<file path="src/rtl/sorted_pkt_stats.sv">
// sorted_pkt_stats: per-packet statistics (count, min, max, sum, error flags)
// for sorted Avalon-ST packets, with a valid/ready result record.
// Optional macro SORTED_PKT_STATS_ORDER_CHECK_EN builds the non-decreasing
// order checker; without it res_order_err_o is constant 0.
module sorted_pkt_stats #(
  parameter int unsigned DWIDTH      = 8,
  parameter int unsigned MAX_PKT_LEN = 1024,
  localparam int unsigned CNT_W      = $clog2(MAX_PKT_LEN + 1),
  localparam int unsigned SUM_W      = DWIDTH + CNT_W
) (
  input  logic              clk_i,
  input  logic              srst_i,
  input  logic [DWIDTH-1:0] snk_data_i,
  input  logic              snk_startofpacket_i,
  input  logic              snk_endofpacket_i,
  input  logic              snk_valid_i,
  output logic              snk_ready_o,
  output logic [CNT_W-1:0]  res_count_o,
  output logic [DWIDTH-1:0] res_min_o,
  output logic [DWIDTH-1:0] res_max_o,
  output logic [SUM_W-1:0]  res_sum_o,
  output logic              res_order_err_o,
  output logic              res_framing_err_o,
  output logic              res_valid_o,
  input  logic              res_ready_i
);

  typedef enum logic [1:0] {S_IDLE, S_ACCUM, S_RESULT} state_e;

  state_e            state_q;
  logic              ready_q;
  logic              beat;
  logic              counted;

  logic [CNT_W-1:0]  cnt_q, cnt_d;
  logic [DWIDTH-1:0] min_q, min_d;
  logic [DWIDTH-1:0] max_q, max_d;
  logic [SUM_W-1:0]  sum_q, sum_d;
  logic              ord_q, ord_d;
  logic              frm_q, frm_d;
`ifdef SORTED_PKT_STATS_ORDER_CHECK_EN
  logic [DWIDTH-1:0] prev_q, prev_d;
`endif

  logic [CNT_W-1:0]  res_cnt_q;
  logic [DWIDTH-1:0] res_min_q;
  logic [DWIDTH-1:0] res_max_q;
  logic [SUM_W-1:0]  res_sum_q;
  logic              res_ord_q;
  logic              res_frm_q;
  logic              res_valid_q;

  assign beat    = snk_valid_i & ready_q;
  assign counted = (cnt_q < CNT_W'(MAX_PKT_LEN));

  // Accumulator next values for the beat accepted this cycle (holds otherwise)
  always_comb begin
    cnt_d = cnt_q;
    min_d = min_q;
    max_d = max_q;
    sum_d = sum_q;
    ord_d = ord_q;
    frm_d = frm_q;
`ifdef SORTED_PKT_STATS_ORDER_CHECK_EN
    prev_d = prev_q;
`endif
    if (beat) begin
      if (snk_startofpacket_i) begin
        // New packet; a sop while still accumulating is a framing error
        cnt_d = CNT_W'(1);
        min_d = snk_data_i;
        max_d = snk_data_i;
        sum_d = SUM_W'(snk_data_i);
        ord_d = 1'b0;
        frm_d = (state_q == S_ACCUM);
`ifdef SORTED_PKT_STATS_ORDER_CHECK_EN
        prev_d = snk_data_i;
`endif
      end else if (state_q == S_ACCUM) begin
        if (counted) begin
          cnt_d = cnt_q + CNT_W'(1);
          sum_d = sum_q + SUM_W'(snk_data_i);
          if (snk_data_i < min_q) min_d = snk_data_i;
          if (snk_data_i > max_q) max_d = snk_data_i;
`ifdef SORTED_PKT_STATS_ORDER_CHECK_EN
          prev_d = snk_data_i;
`endif
        end else begin
          frm_d = 1'b1;
        end
`ifdef SORTED_PKT_STATS_ORDER_CHECK_EN
        if (snk_data_i < prev_q) ord_d = 1'b1;
`endif
      end
    end
  end

  // Control FSM, accumulator registers and registered result record
  always_ff @(posedge clk_i or posedge srst_i) begin
    if (srst_i) begin
      state_q     <= S_IDLE;
      ready_q     <= 1'b1;
      cnt_q       <= '0;
      min_q       <= '0;
      max_q       <= '0;
      sum_q       <= '0;
      ord_q       <= 1'b0;
      frm_q       <= 1'b0;
`ifdef SORTED_PKT_STATS_ORDER_CHECK_EN
      prev_q      <= '0;
`endif
      res_cnt_q   <= '0;
      res_min_q   <= '0;
      res_max_q   <= '0;
      res_sum_q   <= '0;
      res_ord_q   <= 1'b0;
      res_frm_q   <= 1'b0;
      res_valid_q <= 1'b0;
    end else begin
      cnt_q <= cnt_d;
      min_q <= min_d;
      max_q <= max_d;
      sum_q <= sum_d;
      ord_q <= ord_d;
      frm_q <= frm_d;
`ifdef SORTED_PKT_STATS_ORDER_CHECK_EN
      prev_q <= prev_d;
`endif
      case (state_q)
        S_IDLE, S_ACCUM: begin
          if (beat && (snk_startofpacket_i || state_q == S_ACCUM)) begin
            if (snk_endofpacket_i) begin
              state_q     <= S_RESULT;
              ready_q     <= 1'b0;
              res_valid_q <= 1'b1;
              res_cnt_q   <= cnt_d;
              res_min_q   <= min_d;
              res_max_q   <= max_d;
              res_sum_q   <= sum_d;
              res_ord_q   <= ord_d;
              res_frm_q   <= frm_d;
            end else begin
              state_q <= S_ACCUM;
            end
          end
        end
        S_RESULT: begin
          if (res_ready_i) begin
            state_q     <= S_IDLE;
            ready_q     <= 1'b1;
            res_valid_q <= 1'b0;
          end
        end
        default: begin
          state_q     <= S_IDLE;
          ready_q     <= 1'b1;
          res_valid_q <= 1'b0;
        end
      endcase
    end
  end

  assign snk_ready_o       = ready_q;
  assign res_count_o       = res_cnt_q;
  assign res_min_o         = res_min_q;
  assign res_max_o         = res_max_q;
  assign res_sum_o         = res_sum_q;
  assign res_order_err_o   = res_ord_q;
  assign res_framing_err_o = res_frm_q;
  assign res_valid_o       = res_valid_q;

endmodule

</file>
<file path="config.mk">
export PLATFORM = sky130hd
export DESIGN_NAME = sorted_pkt_stats
export DESIGN_NICKNAME = d
export VERILOG_FILES = /design/src/rtl/sorted_pkt_stats.sv
export SDC_FILE = /design/constraint.sdc
export NUM_CORES = 1
export LEC_CHECK = 0
export CAP_MARGIN = 30
export CORE_ASPECT_RATIO = 2
export CORE_MARGIN = 3
export CORE_UTILIZATION = 45
export DETAILED_ROUTE_END_ITERATION = 16
export PLACE_DENSITY = 0.67
export SYNTH_ARGS = -nofsm -noshare
export SYNTH_HDL_FRONTEND = slang
export SYNTH_SLANG_ARGS = --single-unit
</file>
<file path="constraint.sdc">
create_clock -name clk_i -period 8.5 [get_ports clk_i]
set_input_delay 0.85 -clock clk_i [delete_from_list [all_inputs] [get_ports clk_i]]
set_output_delay 0.85 -clock clk_i [all_outputs]
set_load 0.01 [all_outputs]
</file>
==> results of run 1 <==
==> kinds of logic after synthesis <==
| logic type | Yosys count | synth area share |
|---|---|---|
| DFF | 100 | 0.487 |
| and+or+nand+nor | 178 | 0.182 |
| buffers and inverters | 41 | 0.0373 |
| xor gates and xnor gates | 19 | 0.0324 |
| adders and majority gates | 25 | 0.0624 |
| muxes | 28 | 0.0609 |
| AOI/OAI and AO/OA | 105 | 0.137 |
==> worst max-delay path: cells and delay by family <==
kind / cells / cell delay [ns]
buffers and inverters: 1 / 0.73
AND/OR/NAND/NOR: 4 / 2.09
==> power by group through the flow <==
stage | Clock (uW) | Combinational, uW | Sequential (uW)
3_3_place_gp | 0 | 737 | 717
5_1_grt | 440 | 830 | 731
2_1_floorplan | 0 | 460 | 729
4_1_cts | 423 | 760 | 713
6_report | 410 | 750 | 711
3_5_place_dp | 0 | 756 | 721
==> sequential cells by signal, summed over array words and instances, names as in the netlist <==
register           flops
res_framing_err_o      1
snk_ready_o            1
sum_q                 19
res_min_o              8
res_max_o              8
cnt_q                 11
frm_q                  1
res_count_o           11
max_q                  8
res_order_err_o        1
ord_q                  1
res_sum_o             19
res_valid_o            1
state_q                2
min_q                  8
==> synthesized netlist by cell type (8+ instances only) <==
| library cell | n | area [um2] |
|---|---|---|
| a21oi_1 | 14 | 70.1 |
| and3_1 | 10 | 62.6 |
| clkbuf_1 | 8 | 30.0 |
| dfrtp_1 | 99 | 2480 |
| ha_1 | 24 | 300 |
| inv_1 | 20 | 75.1 |
| mux2_2 | 22 | 248 |
| nand2_1 | 57 | 214 |
| nand3_1 | 18 | 90.1 |
| nor2_1 | 34 | 128 |
| nor3_1 | 11 | 55.1 |
| o21ai_0 | 31 | 155 |
| o31ai_1 | 8 | 60.1 |
| xnor2_1 | 12 | 105 |
==> metal layers <==
metal	GRT usage	up-vias	share of wire
li1	-	1877	-
met1	0.215	1936	0.37
met2	0.359	112	0.54
met3	0.0338	38	0.036
met4	0.125	0	0.049
met5	0	-	0
==> worst paths after layout <==
check | from | end | slack (ns) | cells after the start
hold reg to reg | res_count_o[2] | res_count_o[2] | 0.47 | 2
max in group asynchronous | srst_i | res_sum_o[1] | 6.51 | 3
setup / recovery | snk_startofpacket_i | res_sum_o[15] | 5.09 | 5
setup reg to reg | snk_ready_o | res_sum_o[13] | 5.63 | 6
min in group asynchronous | srst_i | sum_q[15] | 0.92 | 2
hold / removal | res_count_o[2] | res_count_o[2] | 0.47 | 2
==> area by class of cell <==
class	count	area [um2]
timing repair buffer	67	661
sequential	100	2500
inverter	20	77.6
clock buffer	9	225
clock inverter	7	75.1
multi-input combinational	355	2440
fill	966	4850
tap	140	175
==> metrics by stage <==
stage	instances	power (uW)
finish	698	1870
global route	698	2000
detailed placement	682	1480
floorplan	496	1190
global placement	681	1450
CTS	698	1900
==> results.tsv, run 1 <==
metric	value	unit
status	complete, no violations	
core area	0.0110	mm2
GP Congestion	0.886	
switching pwr	649	uW
Post-CTS Setup Inserts	0	
P&R area growth vs syn	19.9	%
Max-slew headroom	0.343	
Worst-Margin Slew	0.984	ns
unique cell type count in the Yosys netlist	61	
design area	0.00616	mm2
clk sinks	100	
Ys Warns	0	
Post-synth ARST share	1.00	
syn_area_per_cell	10.4	um2
CP Cell Sequence	clkdlybuf4s50_1 > nand2_1 > nand2_1 > or4_1 > nand3_1	
Clk pwr share	0.219	
Num CTS Buffers	9	
PwrDens	304	mW/mm2
vias	3963	
H-Tree Level Count	3	
Layout Utilization	0.559	
Net Count, Synth	535	
vias in the first global route	4118	
DRC viols	0	
register area share after synthesis	0.487	
crit path max-delay cell type	nand2_1	
DR vias/cell	5.68	
fin nets	592	
cell area after synthesis	0.00514	mm2
maximum clock frequency	293	MHz
Tmin final	3.41	ns
Final setup viols	0	
Die X	81.5	um
Final HPWL DP	8.73	mm
Clock transition at path regs	0.07	ns
wire per inst	17.0	um
starting density of the core	0.466	
share of post-route cells with drive strength above 1	0.115	
max-cap violations	0	
initial antenna violation count	0	
Layout Skew	0.00685	ns
Iteration-0 DRC Markers	158	
CTS tree	done	
gr ovfl total	0	
commonest cells after routing, fill and taps aside	dfrtp_1, clkdlybuf4s50_1, nand2_1	
synthesized instance count	496	
root buf cell	clkbuf_16	
first-pass GRT wire length	19.6	mm
I/O pin count	64	
most common cell after layout, fill and taps aside	dfrtp_1	
CP required	8.78	ns
largest net degree at the start of global routing	52	
Min Hold Slack	0.474	ns
FP Rows	54	
Die ar.	0.0128	mm2
Max VDD drop	219	uV
Hold Path Class	reg2reg	
crit share post-route	0.401	
setup ws final	5.09	ns
final antenna-violating net count	0	
nature of the critical path startpoint	input pin	
Final Hold Fails	0	
CP dominant cell by count	nand2_1	
clock latency on the worst-skew pair	0.34	ns
Sw Ratio	0.347	
I/O Buffers	63	
final wirelength	11.9	mm
clk buf depth	2	
Yosys reg bits	100	
setup_tns	0	ns
crit path DAT	3.69	ns
Antenna diodes	0	
critical path peak fanout	30	
Placement Setup Slack	4.72	ns
Crit Path Class	in2reg	
RSZ-0062 raised after global routing	no	
die height	157	um
Sequential Power Share	0.380	
Cell Int Power	1220	uW
most common flop cell mapped by yosys	dfrtp_1	
DP Area	0.00586	mm2
number of synthesized flops with an enable pin	0	
Gate power share	0.401	
Static Leak	0.00271	uW
CP max stage delay	0.90	ns
Max Transition Viols Final	0	
PostCTS Resize Cnt	0	
Pre-antenna DRT Iters	4	
Total GRT Usage	0.202	
# hold bufs at CTS	0	
Setup crit end kind	register	
(Power assumes the default switching activity.)
==> inputs of run 2 (changes only) <==
PLACE_DENSITY = 0.69   (was 0.67)
clock period = 3.1 ns   (was 8.5 ns; I/O delays follow)
==> run 2 against run 1 <==
Compared with the run above: global-route usage decreased by 0.14 points; register-to-register slack got worse by 5.2 ns; clock-buffer cell count increased by 2; via count increased by 1.5%; combinational power increased to 2.8 times the previous value; power increased to 2.7 times the previous value; clock power increased by 150%; die area unchanged; critical path type unchanged.
==> results.tsv, run 2 (synthesis results as in run 1) <==
metric	value	unit
P&R area growth vs syn	21.8	%
maximum clock frequency	359	MHz
Placed Cells	698	
Hold Path Class	in2async	
Crit Path Class	in2reg	
max-cap violations	0	
I/O pin count	64	
DP Area	0.00599	mm2
final wirelength	12.2	mm
DR vias/cell	5.63	
final antenna-violating net count	0	
CP required	3.33	ns
Antenna diodes	0	
crit path DAT	3.01	ns
Die X	81.5	um
Final HPWL DP	8.93	mm
H-Tree Level Count	3	
Max-slew headroom	0.524	
DRC viols	0	
vias in the first global route	4044	
Tmin final	2.78	ns
vias	4021	
Post-CTS Setup Inserts	0	
Pre-antenna DRT Iters	4	
Layout Skew	0.00749	ns
Final setup viols	0	
fin nets	608	
starting density of the core	0.466	
wire per inst	17.1	um
Clock transition at path regs	0.06	ns
root buf cell	clkbuf_16	
RSZ-0062 raised after global routing	no	
Total GRT Usage	0.201	
most common cell after layout, fill and taps aside	dfrtp_1	
commonest cells after routing, fill and taps aside	dfrtp_1, clkdlybuf4s50_1, nand2_1	
Max VDD drop	481	uV
clk buf depth	2	
Static Leak	0.00277	uW
Die ar.	0.0128	mm2
clk sinks	100	
Final Hold Fails	0	
GP Congestion	0.839	
initial antenna violation count	0	
core area	0.0110	mm2
die height	157	um
status	complete, no violations	
largest net degree at the start of global routing	56	
PostCTS Resize Cnt	0	
# hold bufs at CTS	0	
gr ovfl total	0	
share of post-route cells with drive strength above 1	0.136	
PwrDens	809	mW/mm2
Power Total	5060	uW
setup_tns	0	ns
FP Rows	54	
crit share post-route	0.898	
reg-to-reg slack, setup	0.40	ns
CTS tree	done	
Min Hold Slack	0.385	ns
clock latency on the worst-skew pair	0.35	ns
first-pass GRT wire length	19.6	mm
Iteration-0 DRC Markers	242	
Post-Layout Cell Count	714	
Num CTS Buffers	9	
I/O Buffers	63	
nature of the critical path startpoint	input pin	
design area	0.00625	mm2
critical path peak fanout	6	
Max Transition Viols Final	0	
Worst-Margin Slew	0.707	ns
Setup crit end kind	register	
==> run 2: cell count changes in the layout (fill, tap and decap cells not counted) <==
cell        change
buf_4          +15
clkinv_4        -1
clkinvlp_4      -1
buf_12          +1
inv_6           -1
bufinv_16       -1
clkbuf_1        +2
clkinv_2        +2
==> run 2: power breakdown <==
group / internal, uW / total [uW] / switching (uW)
Combinational: 1050 / 2100 / 1050
Sequential: 1700 / 1940 / 239
Clock: 541 / 1020 / 478
Total: 3290 / 5060 / 1770
==> run 2: final timing paths <==
kind,from,to,cells after the start
min in group clk_i,res_count_o[6],res_count_o[6],2
max in group asynchronous,srst_i,snk_ready_o,3
worst max-delay path,snk_data_i[0],sum_q[18],10
worst min-delay path,srst_i,res_min_o[6],2
worst max register to register,sum_q[0],sum_q[18],9
worst min register to register,res_count_o[6],res_count_o[6],2
==> run 2: critical path, cell delays in order <==
cell and delay, ns:
clkdlybuf4s50_1 0.49, ha_1 0.20, inv_1 0.06, fa_1 0.41, nor2b_1 0.19, o31a_1 0.20
o21ai_0 0.29, nor3_1 0.48, nor3b_1 0.10, a221o_1 0.28
==> run 2: per-stage QoR <==
stage               utilization  setup WS (ns)
floorplan                     -          0.173
global placement          0.544          0.102
detailed placement        0.544        -0.0320
CTS                       0.568          0.337
global route              0.568          0.167
finish                    0.568          0.318
==> run 2: final cells by class <==
class	count	area (um2)
Fill cell	969	4760
Sequential cell	100	2500
Multi-Input combinational cell	355	2440
Timing Repair Buffer	83	793
Clock buffer	11	233
Tap cell	140	175
Inverter	20	77.6
Clock inverter	5	30.0
==> run 2: routing by layer <==
layer | GRT usage | share of wire | wire length, um | vias to the layer above
li1 | - | - | - | 1913
met1 | 0.214 | 0.37 | 4490 | 1987
met2 | 0.364 | 0.56 | 6890 | 95
met3 | 0.0407 | 0.037 | 450 | 26
met4 | 0.0999 | 0.033 | 399 | 0
met5 | 0 | 0 | 0 | -
